--- src/rtl/host_cmd_parser_if.sv ---
// Host-side bus bundle for the command parser.
// Carries the RX FIFO pop, TX FIFO push and register bus signals.
interface host_cmd_parser_if;
  logic       rx_fifo_rd_en;
  logic [7:0] rx_fifo_dout;
  logic       rx_fifo_empty;
  logic       tx_fifo_wr_en;
  logic [7:0] tx_fifo_wdata;
  logic       tx_fifo_full;
  logic [7:0] reg_addr;
  logic [7:0] reg_wdata;
  logic       reg_wr;
  logic       reg_rd;
  logic [7:0] reg_rdata;

  modport master (
    output rx_fifo_rd_en,
    input  rx_fifo_dout,
    input  rx_fifo_empty,
    output tx_fifo_wr_en,
    output tx_fifo_wdata,
    input  tx_fifo_full,
    output reg_addr,
    output reg_wdata,
    output reg_wr,
    output reg_rd,
    input  reg_rdata
  );

  modport slave (
    input  rx_fifo_rd_en,
    output rx_fifo_dout,
    output rx_fifo_empty,
    input  tx_fifo_wr_en,
    input  tx_fifo_wdata,
    output tx_fifo_full,
    input  reg_addr,
    input  reg_wdata,
    input  reg_wr,
    input  reg_rd,
    output reg_rdata
  );
endinterface

--- src/rtl/host_cmd_parser.sv ---
// Framed register read/write packet decoder between the
// host RX/TX FIFOs and the internal 8-bit register bus.
module host_cmd_parser #(
  parameter int TIMEOUT_CYCLES = 1000000,
  parameter int TO_W           = 24
) (
  input  logic              clk,
  input  logic              rst_n,
  input  logic [1:0]        host_mode,
  host_cmd_parser_if.master bus,
  output logic              err_csum,
  output logic              err_timeout,
  output logic              busy
);
  localparam logic [7:0] SYNC_REQ = 8'hA5;
  localparam logic [7:0] SYNC_RSP = 8'h5A;
  localparam logic [7:0] CMD_WR   = 8'h01;
  localparam logic [7:0] CMD_RD   = 8'h02;
  localparam logic [7:0] ST_OK    = 8'h00;
  localparam logic [7:0] ST_CSUM  = 8'h01;
  localparam logic [7:0] ST_CMD   = 8'h02;

  localparam logic [TO_W-1:0] TO_LAST =
    TO_W'(TIMEOUT_CYCLES - 1);

  typedef enum logic [3:0] {
    S_IDLE,
    S_CMD,
    S_ADDR,
    S_LEN,
    S_PAYLOAD,
    S_CSUM,
    S_RSP_HDR,
    S_RSP_CMD,
    S_RSP_STAT,
    S_RD_REQ,
    S_RD_WAIT,
    S_RD_PUSH
  } state_e;

  state_e          state_q, state_d;
  logic [7:0]      cmd_q, cmd_d;
  logic [7:0]      addr_q, addr_d;
  logic [7:0]      len_q, len_d;
  logic [7:0]      idx_q, idx_d;
  logic [7:0]      csum_q, csum_d;
  logic [7:0]      stat_q, stat_d;
  logic [7:0]      data_q, data_d;
  logic [TO_W-1:0] timer_q, timer_d;
  logic [1:0]      mode_q, mode_d;
  logic            run_q, run_d;
  logic            pend_q, pend_d;
  logic [7:0]      reg_addr_q, reg_addr_d;
  logic [7:0]      reg_wdata_q, reg_wdata_d;
  logic            reg_wr_q, reg_wr_d;
  logic            err_csum_q, err_csum_d;
  logic            err_to_q, err_to_d;

  logic       rx_st;
  logic       cnt_st;
  logic       push_st;
  logic       mode_chg;
  logic       cap;
  logic       timeout;
  logic       fetch;
  logic       push_ok;
  logic       csum_bad;
  logic [7:0] rx_b;
  logic [7:0] tx_data;

  assign rx_b   = bus.rx_fifo_dout;
  assign rx_st  = state_q inside
    {S_IDLE, S_CMD, S_ADDR, S_LEN, S_PAYLOAD, S_CSUM};
  assign cnt_st = rx_st && (state_q != S_IDLE);
  assign push_st = state_q inside
    {S_RSP_HDR, S_RSP_CMD, S_RSP_STAT, S_RD_PUSH};

  // run_q masks the first cycle after reset so that a stale
  // mode_q does not look like a host switch
  assign mode_chg = run_q && (host_mode != mode_q);
  assign cap      = pend_q && !mode_chg;
  assign timeout  = cnt_st && !cap && (timer_q == TO_LAST);
  assign fetch    = run_q && rx_st && !pend_q &&
                    !bus.rx_fifo_empty && !mode_chg && !timeout;
  assign push_ok  = push_st && !bus.tx_fifo_full && !mode_chg;
  assign csum_bad = (rx_b != csum_q);

  always_comb begin
    state_d     = state_q;
    cmd_d       = cmd_q;
    addr_d      = addr_q;
    len_d       = len_q;
    idx_d       = idx_q;
    csum_d      = csum_q;
    stat_d      = stat_q;
    data_d      = data_q;
    mode_d      = host_mode;
    run_d       = 1'b1;
    pend_d      = fetch;
    reg_addr_d  = reg_addr_q;
    reg_wdata_d = reg_wdata_q;
    reg_wr_d    = 1'b0;
    err_csum_d  = 1'b0;
    err_to_d    = 1'b0;
    timer_d     = (cnt_st && !cap) ? timer_q + 1'b1 : '0;

    unique case (state_q)
      S_IDLE: begin
        if (cap && rx_b == SYNC_REQ) state_d = S_CMD;
      end
      S_CMD: begin
        if (cap) begin
          cmd_d   = rx_b;
          csum_d  = rx_b;
          state_d = S_ADDR;
        end
      end
      S_ADDR: begin
        if (cap) begin
          addr_d  = rx_b;
          csum_d  = csum_q ^ rx_b;
          state_d = S_LEN;
        end
      end
      S_LEN: begin
        if (cap) begin
          len_d   = rx_b;
          csum_d  = csum_q ^ rx_b;
          idx_d   = 8'h00;
          state_d = (cmd_q == CMD_WR && rx_b != 8'h00) ?
                    S_PAYLOAD : S_CSUM;
        end
      end
      S_PAYLOAD: begin
        if (cap) begin
          csum_d      = csum_q ^ rx_b;
          reg_wr_d    = 1'b1;
          reg_addr_d  = addr_q + idx_q;
          reg_wdata_d = rx_b;
          idx_d       = idx_q + 8'd1;
          if (idx_q == len_q - 8'd1) state_d = S_CSUM;
        end
      end
      S_CSUM: begin
        if (cap) begin
          err_csum_d = csum_bad;
          idx_d      = 8'h00;
          state_d    = S_RSP_HDR;
          if (csum_bad)
            stat_d = ST_CSUM;
          else if (cmd_q == CMD_WR || cmd_q == CMD_RD)
            stat_d = ST_OK;
          else
            stat_d = ST_CMD;
        end
      end
      S_RSP_HDR: begin
        if (push_ok) state_d = S_RSP_CMD;
      end
      S_RSP_CMD: begin
        if (push_ok) state_d = S_RSP_STAT;
      end
      S_RSP_STAT: begin
        if (push_ok) begin
          if (cmd_q == CMD_RD && stat_q == ST_OK &&
              len_q != 8'h00) begin
            reg_addr_d = addr_q;
            state_d    = S_RD_REQ;
          end else begin
            state_d = S_IDLE;
          end
        end
      end
      S_RD_REQ: begin
        state_d = S_RD_WAIT;
      end
      S_RD_WAIT: begin
        data_d  = bus.reg_rdata;
        state_d = S_RD_PUSH;
      end
      S_RD_PUSH: begin
        if (push_ok) begin
          if (idx_q == len_q - 8'd1) begin
            state_d = S_IDLE;
          end else begin
            idx_d      = idx_q + 8'd1;
            reg_addr_d = addr_q + idx_q + 8'd1;
            state_d    = S_RD_REQ;
          end
        end
      end
      default: state_d = S_IDLE;
    endcase

    if (timeout) begin
      state_d  = S_IDLE;
      err_to_d = 1'b1;
      timer_d  = '0;
    end

    // a host switch overrides everything, including a timeout
    if (mode_chg) begin
      state_d  = S_IDLE;
      err_to_d = 1'b0;
      timer_d  = '0;
    end
  end

  always_ff @(posedge clk or negedge rst_n) begin
    if (!rst_n) begin
      state_q     <= S_IDLE;
      cmd_q       <= '0;
      addr_q      <= '0;
      len_q       <= '0;
      idx_q       <= '0;
      csum_q      <= '0;
      stat_q      <= '0;
      data_q      <= '0;
      timer_q     <= '0;
      mode_q      <= '0;
      run_q       <= 1'b0;
      pend_q      <= 1'b0;
      reg_addr_q  <= '0;
      reg_wdata_q <= '0;
      reg_wr_q    <= 1'b0;
      err_csum_q  <= 1'b0;
      err_to_q    <= 1'b0;
    end else begin
      state_q     <= state_d;
      cmd_q       <= cmd_d;
      addr_q      <= addr_d;
      len_q       <= len_d;
      idx_q       <= idx_d;
      csum_q      <= csum_d;
      stat_q      <= stat_d;
      data_q      <= data_d;
      timer_q     <= timer_d;
      mode_q      <= mode_d;
      run_q       <= run_d;
      pend_q      <= pend_d;
      reg_addr_q  <= reg_addr_d;
      reg_wdata_q <= reg_wdata_d;
      reg_wr_q    <= reg_wr_d;
      err_csum_q  <= err_csum_d;
      err_to_q    <= err_to_d;
    end
  end

  always_comb begin
    tx_data = 8'h00;
    case (state_q)
      S_RSP_HDR:  tx_data = SYNC_RSP;
      S_RSP_CMD:  tx_data = cmd_q;
      S_RSP_STAT: tx_data = stat_q;
      S_RD_PUSH:  tx_data = data_q;
      default:    tx_data = 8'h00;
    endcase
  end

  assign bus.rx_fifo_rd_en = fetch;
  assign bus.tx_fifo_wr_en = push_ok;
  assign bus.tx_fifo_wdata = tx_data;
  assign bus.reg_addr      = reg_addr_q;
  assign bus.reg_wdata     = reg_wdata_q;
  assign bus.reg_wr        = reg_wr_q;
  assign bus.reg_rd        = (state_q == S_RD_REQ) && !mode_chg;
  assign err_csum          = err_csum_q;
  assign err_timeout       = err_to_q;
  assign busy              = (state_q != S_IDLE);
endmodule

--- src/flat_wrapper.sv ---
// flat-port wrapper written by rule: the top's interface ports become plain ports
module host_cmd_parser_flat 
#(
  parameter int TIMEOUT_CYCLES = 1000000,
  parameter int TO_W           = 24
)
  (clk, rst_n, host_mode, err_csum, err_timeout, busy, bus_rx_fifo_rd_en, bus_rx_fifo_dout, bus_rx_fifo_empty, bus_tx_fifo_wr_en, bus_tx_fifo_wdata, bus_tx_fifo_full, bus_reg_addr, bus_reg_wdata, bus_reg_wr, bus_reg_rd, bus_reg_rdata);
  host_cmd_parser_if bus_i ();
  input  logic clk;
  input  logic rst_n;
  input  logic [1:0] host_mode;
  output logic err_csum;
  output logic err_timeout;
  output logic busy;
  output wire logic [$bits(bus_i.rx_fifo_rd_en)-1:0] bus_rx_fifo_rd_en;
  input wire logic [$bits(bus_i.rx_fifo_dout)-1:0] bus_rx_fifo_dout;
  input wire logic [$bits(bus_i.rx_fifo_empty)-1:0] bus_rx_fifo_empty;
  output wire logic [$bits(bus_i.tx_fifo_wr_en)-1:0] bus_tx_fifo_wr_en;
  output wire logic [$bits(bus_i.tx_fifo_wdata)-1:0] bus_tx_fifo_wdata;
  input wire logic [$bits(bus_i.tx_fifo_full)-1:0] bus_tx_fifo_full;
  output wire logic [$bits(bus_i.reg_addr)-1:0] bus_reg_addr;
  output wire logic [$bits(bus_i.reg_wdata)-1:0] bus_reg_wdata;
  output wire logic [$bits(bus_i.reg_wr)-1:0] bus_reg_wr;
  output wire logic [$bits(bus_i.reg_rd)-1:0] bus_reg_rd;
  input wire logic [$bits(bus_i.reg_rdata)-1:0] bus_reg_rdata;
  assign bus_rx_fifo_rd_en = bus_i.rx_fifo_rd_en;
  assign bus_i.rx_fifo_dout = bus_rx_fifo_dout;
  assign bus_i.rx_fifo_empty = bus_rx_fifo_empty;
  assign bus_tx_fifo_wr_en = bus_i.tx_fifo_wr_en;
  assign bus_tx_fifo_wdata = bus_i.tx_fifo_wdata;
  assign bus_i.tx_fifo_full = bus_tx_fifo_full;
  assign bus_reg_addr = bus_i.reg_addr;
  assign bus_reg_wdata = bus_i.reg_wdata;
  assign bus_reg_wr = bus_i.reg_wr;
  assign bus_reg_rd = bus_i.reg_rd;
  assign bus_i.reg_rdata = bus_reg_rdata;
  host_cmd_parser #(.TIMEOUT_CYCLES(TIMEOUT_CYCLES), .TO_W(TO_W)) u_core (.clk(clk), .rst_n(rst_n), .host_mode(host_mode), .bus(bus_i), .err_csum(err_csum), .err_timeout(err_timeout), .busy(busy));
endmodule
--- config.mk ---
export PLATFORM = sky130hd
export DESIGN_NAME = host_cmd_parser_flat
export DESIGN_NICKNAME = d
export VERILOG_FILES = /design/src/rtl/host_cmd_parser_if.sv /design/src/rtl/host_cmd_parser.sv /design/src/flat_wrapper.sv
export SDC_FILE = /design/constraint.sdc
export NUM_CORES = 1
export LEC_CHECK = 0
export ABC_AREA = 1
export ABC_CLOCK_PERIOD_IN_PS = 3600
export BUFFER_PORTS_ARGS = -buffer_cell sky130_fd_sc_hd__buf_2
export CAP_MARGIN = 40
export CELL_PAD_IN_SITES_DETAIL_PLACEMENT = 2
export CELL_PAD_IN_SITES_GLOBAL_PLACEMENT = 2
export CORE_MARGIN = 4
export CORE_UTILIZATION = 38
export CTS_CLUSTER_DIAMETER = 100
export DETAILED_ROUTE_END_ITERATION = 16
export PLACE_DENSITY = 0.83
export SLEW_MARGIN = 20
export SYNTH_ARGS = -nofsm -noshare
export SYNTH_HDL_FRONTEND = slang
export SYNTH_SLANG_ARGS = --single-unit
--- constraint.sdc ---
create_clock -name clk -period 3.6 [get_ports clk]
set_input_delay 0.54 -clock clk [delete_from_list [all_inputs] [get_ports clk]]
set_output_delay 0.54 -clock clk [all_outputs]
set_load 0.005 [all_outputs]
* Word level (Yosys, flattened, before mapping)
Cells that the tools add are included.
** Cells by class
- Bitwise operators :: 1
- Equal/unequal tests :: 37
- Reductions and logical operators :: 45
- Divide/modulo/power cells :: 0
- Multiply operators :: 0
- $add $sub $neg :: 5
- Order comparisons :: 0
- Muxes and demuxes :: 43
- Shift-type cells :: 0
** Operators with widths (number)
- two-way mux 8 bit :: 12
- two-way mux 24 bit :: 3
- two-way mux 4 bit :: 15
- one-hot mux 4 bit (12 select lines) :: 1
- one-hot mux 8 bit (3 select lines) :: 2
- one-hot mux 8 bit (4 select lines) :: 1
- adder 24 x 1 -> 24 bit, second input constant :: 1
- equality test 24 x 20 -> 1 bit, second input constant :: 1
- != test 4 x 2 -> 1 bit, second input constant :: 6
- != test 4 x 1 -> 1 bit, second input constant :: 5
- logical AND 1 bit :: 17
- adder 8 x 1 -> 8 bit, second input constant :: 2
- equality test 4 x 3 -> 1 bit, second input constant :: 4
- equality test 4 bit, second input constant :: 4
- one-hot mux 8 bit (2 select lines) :: 1
- nonzero test 8 bit :: 2
- AND reduction 11 bit :: 1
- AND reduction 2 bit :: 5
- adder 8 bit :: 1
- equality test 4 x 2 -> 1 bit, second input constant :: 2
- equality test 8 x 1 -> 1 bit, second input constant :: 1
- equality test 8 x 2 -> 1 bit, second input constant :: 1
- equality test 8 bit :: 1
- equality test 8 bit, second input constant :: 1
- 22 further kinds :: 41
** Word-level totals
- Output and inout bits :: 31
- Input port bits :: 22
- Bits in latches :: 0
- RAM bits :: 0
- Memories :: 0
- Register bits after elaboration :: 107
- Memory bits (read-only) :: 0

* Depth between registers and ports, before layout
- Depth after elaboration :: 9
- Depth in mapped cells :: 15
- Gate-level depth less buffers :: 15

* Worst setup path after synthesis
Ideal clock, no wire load.
- Path type :: register to register
- Start :: reg u_core.idx_q[0]
- End :: reg u_core.reg_addr_q[6] (netlist: u_core.bus.reg_addr[6])
- Path buffers :: 0
- Period minus slack after synthesis :: 2.163 ns
- Setup slack :: 1.437 ns
- Arrival time :: 2.046 ns
- Cell stages (with the launch flop) :: 13
- Required time :: 3.484 ns
- Cell sequence :: dfrtp_1 -> ha_1 -> fa_1 -> ha_1 -> inv_1 -> nor2_1 -> nand3_1 -> nor2_1 -> nand3_1 -> nand3_1 -> nand3_1 -> nand2_1 -> nand2_1
** Between the ends
- Longest elaborated chain between the ends :: 5
- Elaborated cells between the ends (all ways) :: 9
- Those cells by class :: add/sub: 2; eq/ne: 2; mux: 4; reduce/logical: 1
** RTL lines
- from (decl) :: RTL line host_cmd_parser.sv:45 : logic [7:0] idx_q, idx_d;
- from (signal assigned) :: RTL line host_cmd_parser.sv:233 : idx_q <= idx_d;
- adder 8 bit :: RTL line host_cmd_parser.sv:138, host_cmd_parser.sv:187
- adder 8 x 1 -> 8 bit :: RTL line host_cmd_parser.sv:187 : reg_addr_d = addr_q + idx_q + 8'd1;
- two-way mux 8 bit :: RTL line host_cmd_parser.sv:183 : if (idx_q == len_q - 8'd1) begin
- two-way mux 8 bit :: RTL line host_cmd_parser.sv:182 : if (push_ok) begin
- one-hot mux 8 bit (3 select lines) :: RTL line host_cmd_parser.sv:107 : unique case (state_q)
- to (signal assigned) :: RTL line host_cmd_parser.sv:241 : reg_addr_q <= reg_addr_d;
- to (decl) :: RTL line host_cmd_parser.sv:53 : logic [7:0] reg_addr_q, reg_addr_d;
Several ways; a longest one is shown, not always the timed one. The select of a mux whose other input is x is not followed.
A chain may end at the register's enable or synchronous reset.

* Final worst setup path
- Start :: reg u_core.timer_q[0]
- End :: out bus_rx_fifo_rd_en
** Between the ends
- Longest elaborated chain between the ends :: 4
** RTL lines
- from (decl) :: RTL line host_cmd_parser.sv:49 : logic [TO_W-1:0] timer_q, timer_d;
- from (signal assigned) :: RTL line host_cmd_parser.sv:237 : timer_q <= timer_d;
- equality test 24 x 20 -> 1 bit :: RTL line host_cmd_parser.sv:82 : assign timeout = cnt_st && !cap && (timer_q == TO_LAST);
- logical AND 1 bit :: RTL line host_cmd_parser.sv:82
- zero test 1 bit :: RTL line host_cmd_parser.sv:84 : !bus.rx_fifo_empty && !mode_chg && !timeout;
- logical AND 1 bit :: RTL line host_cmd_parser.sv:84
- to (decl) :: RTL line flat_wrapper.sv:15 : output wire logic [$bits(bus_i.rx_fifo_rd_en)-1:0] bus_rx_fifo_rd_en;
No other way between the ends.

==> out/qor.yml <==
synth_edf_count: 0
multi_input_area_um2: 3040
cp.arrival_ns: 2.40
final_nets: 905
setup_violations: 0
worstSetupStartpointType: "flop"
cts_sinks: 101
finClkSkew_ns: 0.0134
finalSetupTns_ns: 0
slew_viol_final: 0
crit_path_max_fanout: 13
rows: 45
grt_pass1_vias: 6606
ff2ff_path_depth: 12
maxCapViolations: 0
crit_required_ns: 3.06
synthTopCellsByArea: "dfrtp_1 (42%), nand2_1 (15%), inv_1 (6.0%), nor2_1 (4.9%), o21ai_0 (4.3%)"
cts_hold_buf: 0
cts.repair.resized: 0
synth_seq_cells: 101
die_area_um2: 17900
wl_um: 20800
io_buffers: 52
rsz0062_at_grt: "no"
yosysWarnings: 0
grt_first_pass_wirelength_um: 34900
synth-main-ff-cell: "dfrtp_1"
tightestPinTransition_ns: 0.738
wl_per_cell_um: 19.1
clk_path_buf_depth: 2
diodes: 0
max_freq_ghz: 0.340
gp_congestion: 0.864
postCtsSetupRepairBufs: 0
final_hold_viol_count: 0
chipHeight_um: 134
drc: 0
yosysMostFrequentCell: "nand2_1"
p_leak_nw: 3.38
grt.total_usage: 0.242
ios: 53
avgSynthCellArea_um2: 7.40
hpwl_um: 15700
vias: 5771
cts_made_buffers: 9
synthesis.area_um2: 6010
holdWs_ns: 0.0431
netlist_instances: 813
yosysUniqueCellTypes: 42
path_class: "reg2out"
cts-htree-levels: 3
die_x_um: 134
finalCritPeriodShare: 0.818
nFillCells: 1859
synthArstFlopShare: 1.00
seq_area_um2: 2530
hold_class: "in2async"
core_area_um2: 15400
period_minus_slack_ns: 2.94
slew_headroom: 0.508
synth_top_area_frac: 0.420
synth_top_cell_by_area: "dfrtp_1"
drt-pass1-iter-count: 4
vdd_drop_max_v: 0.000265
status: "finished clean"
drt_iter0_markers: 246
p_per_area_nw_per_um2: 447
area_growth_pct: 13.5
antenna_found_initial: 0
grt_overflow: 0
routed_via_density: 5.31
clock_latency_ns: 0.37
regMostFlops: "u_core.timer_q"
grt_max_degree: 56
path_clk_slew_ns: 0.08
drive_above_1_share: 0.135
cts_tree: "built"
worstSetupEndpointType: "output pin"
initial_utilization: 0.391
synth_nets: 848
cts_root_buf: "clkbuf_16"
largest_register_ffs: 24
yosysSeqAreaShare: 0.420
ys_top_cells_by_count: "nand2_1 (240), dfrtp_1 (101), inv_1 (96), nor2_1 (78), o21ai_0 (52)"
ant_nets: 0
-- power by group --
part           leakage [nW]  internal [mW]  switching, mW  total [mW]
registers              1.35           1.25          0.116        1.36
clock network         0.136          0.479          0.487       0.966
logic                  1.90          0.234          0.490       0.724
total                  3.38           1.96           1.09        3.05
-- critical path, cell delays in order (launching register included) --
cell and delay, ns:
dfrtp_1 0.38, ha_1 0.17, nand2_1 0.08, nor2_1 0.33
nand4_1 0.19, nand3b_1 0.21, nor2_1 0.17, nor2_2 0.05
buf_4 0.19, inv_1 0.10, nor3_1 0.06, buf_2 0.12
-- cell families (layout without fill, tap and decap cells) --
logic type,after synthesis,count (layout),share of synthesized area
fa+ha+maj,13,13,0.0283
mux,8,8,0.0150
buf+inv,115,177,0.0743
other cells,1,1,0.000623
simple gates,440,440,0.316
compound gates,110,110,0.109
flops,101,101,0.420
xor+xnor,25,25,0.0364
-- layout make-up --
class	instances	share of cell area
clock inverter	7	0.00898
sequential	101	0.370
clock buffer	9	0.0330
multi-input combinational	597	0.445
tap	211	0.0387
timing repair buffer	56	0.0458
inverter	105	0.0577
-- worst paths after layout --
path	from	endpoint	slack [ns]
max in group asynchronous	rst_n	u_core.cmd_q[0]	2.71
worst min register to register	u_core.timer_q[0]	u_core.timer_q[0]	0.46
min in group clk	host_mode[1]	u_core.mode_q[1]	0.31
worst max-delay path	u_core.timer_q[0]	bus_rx_fifo_rd_en	0.66
worst max register to register	u_core.timer_q[0]	u_core.timer_q[13]	0.95
worst min-delay path	rst_n	u_core.bus.reg_addr[7]	0.04
-- per-layer routing --
layer | track usage | vias to the layer above | wire [um]
met5 | 0 | - | 0
met4 | 0.0571 | 0 | 289
met1 | 0.313 | 2938 | 9440
met2 | 0.427 | 68 | 10500
met3 | 0.0345 | 21 | 504
li1 | - | 2744 | -
-- layout by cell type (no fill, tap or decap), drive strengths merged, types with 22 or more instances in the layout --
cell	instances
nand2	249
inv	106
dfrtp	101
nor2	87
o21ai	68
buf	56
nand3	45
xor2	22
nor3	22
-- per-stage QoR --
stage | worst slack (ns) | total power, mW | cells | utilization | cell area [um^2]
after floorplan | 1.44 | 1.83 | 813 | - | 6010
after global placement | 1.06 | 2.03 | 1069 | 0.424 | 6510
after detailed placement | 0.941 | 2.10 | 1070 | 0.425 | 6540
after CTS | 0.612 | 3.09 | 1086 | 0.444 | 6830
after global routing | 0.416 | 3.24 | 1086 | 0.444 | 6830
final | 0.655 | 3.05 | 1086 | 0.444 | 6830
(Power assumes the default switching activity.)
